**config.mk**
```make
export PLATFORM = sky130hd
export DESIGN_NAME = rgb_pwm_driver
export DESIGN_NICKNAME = d
export VERILOG_FILES = /design/src/rtl/rgb_pkg.sv /design/src/rtl/pwm_channel.sv /design/src/rtl/rgb_pwm_driver.sv
export SDC_FILE = /design/constraint.sdc
export NUM_CORES = 1
export LEC_CHECK = 0
export ABC_AREA = 1
export CORE_MARGIN = 2
export CORE_UTILIZATION = 49
export CTS_BUF_LIST = sky130_fd_sc_hd__clkbuf_4
export DETAILED_ROUTE_END_ITERATION = 16
export PLACE_DENSITY = 0.81
export SYNTH_ARGS = -nofsm -noshare
export SYNTH_HDL_FRONTEND = slang
export SYNTH_SLANG_ARGS = --single-unit
export TNS_END_PERCENT = 10
```
**constraint.sdc**
```tcl
create_clock -name clk -period 1.65 [get_ports clk]
set_input_delay 0.33 -clock clk [delete_from_list [all_inputs] [get_ports clk]]
set_output_delay 0.33 -clock clk [all_outputs]
set_load 0.005 [all_outputs]
```
**src/rtl/rgb_pkg.sv**
```systemverilog
// rgb_pkg: constants shared by the RGB PWM driver and its channel slices.
//   R_MSB/G_MSB/B_MSB : MSB of each 8-bit channel inside the 24-bit rgb word
//   DUTY_W            : duty-cycle width
//   DUTY_FULL         : duty code that forces a channel permanently on
package rgb_pkg;

    localparam int R_MSB  = 23;
    localparam int G_MSB  = 15;
    localparam int B_MSB  = 7;
    localparam int DUTY_W = 8;
    localparam int NUM_CH = 3;

    localparam logic [DUTY_W-1:0] DUTY_FULL = 8'hFF;

    // Per-channel duty view of a colour word, index 2=R, 1=G, 0=B.
    typedef logic [NUM_CH-1:0][DUTY_W-1:0] duty_vec_t;

    function automatic duty_vec_t split_rgb(input logic [23:0] c);
        duty_vec_t d;
        d[2] = c[R_MSB -: DUTY_W];
        d[1] = c[G_MSB -: DUTY_W];
        d[0] = c[B_MSB -: DUTY_W];
        return d;
    endfunction

endpackage

```
**src/rtl/pwm_channel.sv**
```systemverilog
// pwm_channel: one PWM output slice (compare plus output register).
//   clk, rst : system clock, synchronous active-high reset
//   cnt      : shared PWM counter
//   duty     : channel duty code
//   pwm      : registered PWM output
module pwm_channel
    import rgb_pkg::*;
(
    input  logic              clk,
    input  logic              rst,
    input  logic [DUTY_W-1:0] cnt,
    input  logic [DUTY_W-1:0] duty,
    output logic              pwm
);

    // DUTY_FULL is special-cased: cnt < 255 alone would drop the output
    // for one step per period.
    always_ff @(posedge clk) begin
        if (rst) pwm <= 1'b0;
        else     pwm <= (duty == DUTY_FULL) || (cnt < duty);
    end

endmodule

```
**src/rtl/rgb_pwm_driver.sv**
```systemverilog
// rgb_pwm_driver: three-channel PWM LED driver with period-aligned colour
// updates.
//   PRESCALE            : clocks per PWM counter step (period = 256*PRESCALE)
//   clk, rst            : system clock, synchronous active-high reset
//   rgb, rgb_valid      : colour word and load strobe (no backpressure)
//   pwm_r, pwm_g, pwm_b : registered PWM outputs
//   period_start        : one-cycle pulse on the first clock of each period
//   pending             : a loaded colour is waiting for the next boundary
module rgb_pwm_driver
    import rgb_pkg::*;
#(
    parameter int PRESCALE = 4
) (
    input  logic        clk,
    input  logic        rst,
    input  logic [23:0] rgb,
    input  logic        rgb_valid,
    output logic        pwm_r,
    output logic        pwm_g,
    output logic        pwm_b,
    output logic        period_start,
    output logic        pending
);

    localparam int PW = (PRESCALE > 1) ? $clog2(PRESCALE) : 1;
    localparam logic [PW-1:0] PRESC_MAX = PW'(PRESCALE - 1);

    logic [PW-1:0]     presc_cnt;
    logic [DUTY_W-1:0] pwm_cnt;
    logic [23:0]       active;
    logic [23:0]       pend_rgb;
    logic              pend_v;
    logic              tick;
    logic              boundary;
    duty_vec_t         duty;
    logic [NUM_CH-1:0] pwm;

    // With PRESCALE=1 the counter is stuck at 0 == PRESC_MAX, so tick is
    // permanently high.
    assign tick     = (presc_cnt == PRESC_MAX);
    assign boundary = tick && (pwm_cnt == 8'hFF);

    always_ff @(posedge clk) begin
        if (rst) begin
            presc_cnt    <= '0;
            pwm_cnt      <= '0;
            active       <= '0;
            pend_rgb     <= '0;
            pend_v       <= 1'b0;
            period_start <= 1'b0;
        end else begin
            presc_cnt <= tick ? '0 : presc_cnt + 1'b1;
            if (tick) pwm_cnt <= pwm_cnt + 1'b1;

            // A load landing on the boundary goes straight to active so it
            // is not held back a whole period behind a stale shadow.
            if (boundary) begin
                if (rgb_valid)   active <= rgb;
                else if (pend_v) active <= pend_rgb;
                pend_v <= 1'b0;
            end else if (rgb_valid) begin
                pend_rgb <= rgb;
                pend_v   <= 1'b1;
            end

            period_start <= boundary;
        end
    end

    assign duty    = split_rgb(active);
    assign pending = pend_v;

    for (genvar i = 0; i < NUM_CH; i++) begin : g_ch
        pwm_channel u_ch (
            .clk  (clk),
            .rst  (rst),
            .cnt  (pwm_cnt),
            .duty (duty[i]),
            .pwm  (pwm[i])
        );
    end

    assign pwm_r = pwm[2];
    assign pwm_g = pwm[1];
    assign pwm_b = pwm[0];

endmodule

```
==> results of run 1 <==
==> state kept, by name (all words and copies together), names as in the netlist <==
signal and flops:
active 24, pend_rgb 24, pwm_cnt 8, g_ch.u_ch.pwm 3, presc_cnt 2, pending 1
period_start 1
==> where the power goes <==
group | internal (W) | switching (W)
registers | 0.00157 | 0.0000230
clock network | 0.000614 | 0.000560
logic | 0.000162 | 0.000147
total | 0.00234 | 0.000730
==> metal layers <==
metal | up-vias | track usage
li1 | 1485 | -
met1 | 1337 | 0.229
met2 | 47 | 0.376
met3 | 13 | 0.0581
met5 | - | 0
met4 | 0 | 0.0881
==> stage by stage <==
step / setup WS, ns / util / cell area, sq um / std cells
after detailed placement: 0.0698 / 0.556 / 3710 / 544
after global routing: 0.00601 / 0.581 / 3880 / 559
final: 0.0618 / 0.581 / 3880 / 559
after global placement: 0.151 / 0.556 / 3710 / 544
after floorplan: 0.163 / - / 3330 / 445
after CTS: 0.0343 / 0.578 / 3860 / 559
==> logic make-up after synthesis <==
| logic type | count (synthesis) | synth area share |
|---|---|---|
| AO/OA/AOI/OAI | 41 | 0.0736 |
| flip-flops | 63 | 0.379 |
| adder cells (fa/ha/maj) | 23 | 0.0864 |
| AND/OR/NAND/NOR | 229 | 0.295 |
| multiplexers | 24 | 0.0811 |
| buffers and inverters | 65 | 0.0852 |
==> cell usage in the layout (no fill, tap or decap) <==
| cell type | instances |
|---|---|
| inv_1 | 40 |
| mux2_1 | 10 |
| bufinv_16 | 2 |
| clkinv_1 | 1 |
| dfxtp_1 | 63 |
| ha_2 | 2 |
| buf_6 | 1 |
| o21bai_1 | 1 |
| mux2_2 | 14 |
| nor2_1 | 60 |
| nand2_1 | 122 |
| clkbuf_4 | 10 |
| nand3_1 | 26 |
| nand2_8 | 1 |
| o21ai_0 | 2 |
| nor3b_1 | 2 |
| clkinv_2 | 2 |
| ha_1 | 21 |
| or2_1 | 1 |
| buf_2 | 1 |
| nand4_2 | 1 |
| a21oi_1 | 28 |
| buf_4 | 7 |
| nor4_1 | 4 |
| nand3_4 | 2 |
| nor3_1 | 9 |
| buf_12 | 2 |
| clkdlybuf4s50_1 | 30 |
| a21oi_2 | 10 |
| nor2_8 | 1 |
| inv_2 | 3 |
==> Yosys cell counts, types with 2 or more instances <==
| master | number | share of area |
|---|---|---|
| buf_1 | 2 | 0.0023 |
| inv_1 | 40 | 0.045 |
| nand3_1 | 26 | 0.039 |
| nor3_1 | 9 | 0.014 |
| buf_6 | 3 | 0.010 |
| nand2_1 | 122 | 0.14 |
| nor3b_1 | 2 | 0.0045 |
| a21oi_2 | 10 | 0.026 |
| buf_2 | 8 | 0.012 |
| nand3_4 | 2 | 0.011 |
| o21ai_0 | 2 | 0.0030 |
| clkbuf_1 | 7 | 0.0079 |
| a21oi_1 | 28 | 0.042 |
| inv_2 | 3 | 0.0034 |
| dfxtp_1 | 63 | 0.38 |
| mux2_1 | 10 | 0.034 |
| ha_1 | 23 | 0.086 |
| mux2_2 | 14 | 0.047 |
| nor4_1 | 4 | 0.0075 |
| buf_4 | 2 | 0.0045 |
| nor2_1 | 60 | 0.068 |
==> final cells by class <==
type / instances / area, sq um
multi-input cells: 317 / 1800
inverters: 43 / 161
clock inverters: 5 / 73.8
well taps: 80 / 100
fillers: 627 / 2800
flip-flops and latches: 63 / 1260
clock buffers: 10 / 75.1
repair buffers: 41 / 409
==> worst max path at each step <==
stage / slack, ns / from / end / cells past startpoint
4_1_cts: 0.03 / pending$_SDFFE_PP0P_ / pending / 1
3_3_place_gp: 0.15 / pwm_cnt[0]$_SDFFE_PP0P_ / active[9]$_SDFFE_PP0P_ / 7
5_1_grt: 0.006 / pending$_SDFFE_PP0P_ / pending / 1
3_5_place_dp: 0.07 / pwm_cnt[0]$_SDFFE_PP0P_ / pend_rgb[5]$_SDFFE_PP0P_ / 7
6_report: 0.06 / pending$_SDFFE_PP0P_ / pending / 1
2_1_floorplan: 0.16 / pwm_cnt[1]$_SDFFE_PP0P_ / active[10]$_SDFFE_PP0P_ / 8
==> timing repair <==
| item | in CTS | in global routing |
|---|---|---|
| setup buffers | 0 | 0 |
| gates resized for setup | 0 | 4 |
| setup endpoints to repair | 0 | 20 |
| hold buffers | 0 | 0 |
==> flow_summary_export.csv, run 1 <==
group,metric,value,unit
cts,cts_sinks,63,
synthesis,ys_types,26,
placed_design,port_buffers,31,
setup_path,start_kind,"register",
placed_design,place.detailed.hpwl,5.00,mm
drt,top_layer,"met4",
hold_path,hold_path.startpoint,"rgb_valid",
setup_path,critPathSlowestCell,"clkdlybuf4s50_1",
synthesis,ys.flop_type,"dfxtp_1",
sta,worst_slew_pin_slew,0.437,ns
grt,grt_use_total,0.209,
sta,min_period_over_period,0.963,
job,cap_violations,0,
power_and_ir_drop,p_leak,1.86,nW
sta,setup_tns,0,ns
synthesis,synth_edf_count,0,
power_and_ir_drop,power.density,792,nW/um^2
outcome,status,"complete, no violations",
power_and_ir_drop,power.total,0.00307,W
floorplanning,rows,30,
setup_path,crit_chain,"clkdlybuf4s50_1",
setup_path,worstPathRequired,1.32,ns
sta,timing.slew.headroom,0.709,
setup_path,crit_path_max_incr_delay,0.50,ns
synthesis,synth_cells,445,
drt,met3_length,305,microns
cts,cts_max_level,3,
floorplanning,die_area,7480,sq um
cts,cts_buffers,9,
setup_path,worstReg2RegStart,"pwm_cnt[0]$_SDFFE_PP0P_",
floorplanning,initial_core_util,0.499,
cts,clockBufferDepth,2,
final_layout,drive_gt1_frac,0.123,
floorplanning,dieHeight,86.5,microns
synthesis,yosysSeqAreaShare,0.379,
hold_path,hold_end,"pending$_SDFFE_PP0P_",
drt,antenna_left,0,
setup_path,reg2reg_slack,0.13,ns
synthesis,syn_area,3330,sq um
setup_path,cp_max_fo,2,
setup_path,end_kind,"primary output",
drt,drc,0,
drt,drt-initial-drc-count,117,
sta,slew_viol_final,0,
floorplanning,io_pins,32,
sta,finalSetupViolations,0,
setup_path,crit_family,"buffers and inverters",
cts,worstSkewPairLatency,0.41,ns
grt,grt_pass1_vias,2873,
final_layout,diodes,0,
sta,layout_min_cycle_time,1.59,ns
grt,grt_max_degree,50,
hold_path,hold_depth,4,
drt,first_pass_iters,4,
placed_design,place.gp.congestion,0.766,
grt,overflow,0,
drt,routed_wl,7.33,mm
grt,grt_antenna_before_repair,0,
drt,wl_met1,3.15,mm
sta,hold_viol,0,
hold_path,min_path_type,"primary input to register",
final_layout,layout.nets,525,
grt,grt_pass1_wl,12.3,mm
setup_path,r2r-end,"active[9]$_SDFFE_PP0P_",
sta,finClkSkew,0.00987,ns
synthesis,synth_seq_cells,63,
synthesis,yosysWarnings,0,
setup_path,critPathBufInv,1,
cts,ctsRootBufferMaster,"clkbuf_4",
cts,cts_tree,"built",
floorplanning,core_area,6680,sq um
floorplanning,dieWidth,86.5,microns
drt,vias,2882,
synthesis,syn_nets,495,
sta,fmax,630,MHz
sta,hold_ws,0.390,ns
drt,met2_wirelength,3.75,mm
synthesis,synth_area_per_cell,7.49,sq um
drt,wl_per_cell,13.1,microns
setup_path,rr_worst_depth,7,
synthesis,synth-async-reset-ratio,0,
cts,clk_pin_slew,0.10,ns
sta,rsz0062_at_grt,"false",
setup_path,worst-endpoint-arrival,1.26,ns
drt,vias_per_cell,5.16,
setup_path,crit_type,"register to primary output",
power_and_ir_drop,ir_worst_vdd,520,uV
final_layout,area_delta_synth_final,16.5,%
(Power assumes the default switching activity.)
==> run 2: changes to the inputs <==
--- a/config.mk
+++ b/config.mk
@@ -11,6 +11,7 @@
 export CTS_BUF_LIST = sky130_fd_sc_hd__clkbuf_4
 export DETAILED_ROUTE_END_ITERATION = 16
 export PLACE_DENSITY = 0.81
+export RECOVER_POWER = 50
 export SYNTH_ARGS = -nofsm -noshare
 export SYNTH_HDL_FRONTEND = slang
 export SYNTH_SLANG_ARGS = --single-unit
==> flow_summary_export.csv, run 2 (synthesis gave the netlist of run 1 again) <==
group,metric,value,unit
outcome,status,"complete, no violations",
cts,worstSkewPairLatency,0.41,ns
grt,grt_pass1_wl,12.3,mm
sta,finalSetupViolations,0,
drt,drt-initial-drc-count,104,
final_layout,top_regs,"active (24), pend_rgb (24), pwm_cnt (8)",
hold_path,hold_end,"pending$_SDFFE_PP0P_",
floorplanning,core_area,6680,sq um
hold_path,hold_path.startpoint,"rgb_valid",
cts,postCtsSetupBuffers,0,
sta,rsz0062_at_grt,"false",
sta,fmax,631,MHz
setup_path,worstPathRequired,1.32,ns
setup_path,end_kind,"primary output",
power_and_ir_drop,power.density,793,nW/um^2
power_and_ir_drop,p_leak,1.85,nW
grt,overflow,0,
cts,clockBufferDepth,2,
final_layout,diodes,0,
sta,slew_viol_final,0,
drt,drc,0,
final_layout,drive_gt1_frac,0.121,
power_and_ir_drop,power.total,0.00307,W
drt,antenna_left,0,
sta,hold_viol,0,
setup_path,rr_worst_depth,7,
cts,cts_tree,"built",
cts,cts_max_level,3,
drt,routed_wl,7.31,mm
cts,ctsRootBufferMaster,"clkbuf_4",
grt,grt_use_total,0.209,
floorplanning,die_area,7480,sq um
sta,hold_ws,0.391,ns
placed_design,place.gp.congestion,0.766,
setup_path,worstReg2RegStart,"pwm_cnt[0]$_SDFFE_PP0P_",
hold_path,hold_depth,4,
setup_path,crit_type,"register to primary output",
setup_path,worst-endpoint-arrival,1.26,ns
floorplanning,io_pins,32,
drt,vias_per_cell,5.14,
setup_path,reg2reg_slack,0.12,ns
setup_path,critPathSlowestCell,"clkdlybuf4s50_1",
final_layout,layout.nets,525,
final_layout,area_delta_synth_final,16.2,%
placed_design,place.detailed.hpwl,5.00,mm
final_layout,final_common_cell,"nand2_1",
placed_design,port_buffers,31,
cts,clk_pin_slew,0.10,ns
setup_path,critPathBufInv,1,
hold_path,min_path_type,"primary input to register",
sta,min_period_over_period,0.961,
setup_path,cp_max_fo,2,
power_and_ir_drop,ir_worst_vdd,522,uV
setup_path,crit_chain,"clkdlybuf4s50_1",
sta,worst_slew_pin_slew,0.873,ns
final_layout,mostFrequentLayoutCells,"122 x nand2_1, 63 x dfxtp_1, 60 x nor2_1",
sta,finClkSkew,0.0102,ns
floorplanning,dieWidth,86.5,microns
grt,grt_antenna_before_repair,0,
drt,vias,2876,
sta,setup_tns,0,ns
grt,grt_pass1_vias,2873,
job,cap_violations,0,
floorplanning,initial_core_util,0.499,
cts,cts_sinks,63,
setup_path,crit_path_max_incr_delay,0.50,ns
drt,wl_per_cell,13.1,microns
sta,timing.slew.headroom,0.418,
setup_path,start_kind,"register",
cts,ctsResizeCount,0,
grt,grt_max_degree,50,
setup_path,r2r-end,"pend_rgb[17]$_SDFFE_PP0P_",
floorplanning,dieHeight,86.5,microns
floorplanning,rows,30,
setup_path,crit_family,"buffers and inverters",
cts,cts_buffers,9,
sta,layout_min_cycle_time,1.59,ns
drt,first_pass_iters,4,
setup_path,cp_num_cells,1,
cts,postCtsHoldBufs,0,
## run 2: metrics by stage
stage / utilization / cell area [sq um] / std cells / setup WS, ns
5_1_grt: 0.580 / 3870 / 559 / 0.00601
3_5_place_dp: 0.556 / 3710 / 544 / 0.0698
3_3_place_gp: 0.556 / 3710 / 544 / 0.151
4_1_cts: 0.578 / 3860 / 559 / 0.0343
2_1_floorplan: - / 3330 / 445 / 0.163
6_report: 0.580 / 3870 / 559 / 0.0649
## run 2: power breakdown
| part | leakage [nW] | internal [W] | switching (W) |
|---|---|---|---|
| logic | 1.25 | 0.000160 | 0.000147 |
| clock network | 0.0837 | 0.000614 | 0.000560 |
| registers | 0.513 | 0.00157 | 0.0000230 |
| total | 1.85 | 0.00234 | 0.000730 |
## run 2: worst register-to-register path, delay by kind of cell (launching register included)
kind | cells | cell delay [ns]
adders and majority gates | 1 | 0.23
buffers and inverters | 1 | 0.20
DFF | 1 | 0.41
AOI/OAI and AO/OA | 1 | 0.06
and+or+nand+nor | 4 | 0.50
## run 2: layer usage
| layer | track usage | vias up | share of wire |
|---|---|---|---|
| li1 | - | 1485 | - |
| met1 | 0.229 | 1331 | 0.43 |
| met2 | 0.376 | 47 | 0.51 |
| met3 | 0.0581 | 13 | 0.041 |
| met4 | 0.0881 | 0 | 0.018 |
| met5 | 0 | - | 0 |
## run 2: how the worst max path moves through the flow
stage                                     endpoint  slack (ns)                    start
after CTS                                  pending        0.03     pending$_SDFFE_PP0P_
after detailed placement  pend_rgb[5]$_SDFFE_PP0P_        0.07  pwm_cnt[0]$_SDFFE_PP0P_
after global routing                       pending       0.006     pending$_SDFFE_PP0P_
after floorplan            active[10]$_SDFFE_PP0P_        0.16  pwm_cnt[1]$_SDFFE_PP0P_
final                                      pending        0.06     pending$_SDFFE_PP0P_
after global placement      active[9]$_SDFFE_PP0P_        0.15  pwm_cnt[0]$_SDFFE_PP0P_
## run 2: cell type report
class	count	area, sq um
multi-input combinational	317	1800
fill	631	2810
clock inverter	5	73.8
tap	80	100
sequential	63	1260
clock buffer	10	75.1
inverter	43	161
timing repair buffer	41	400
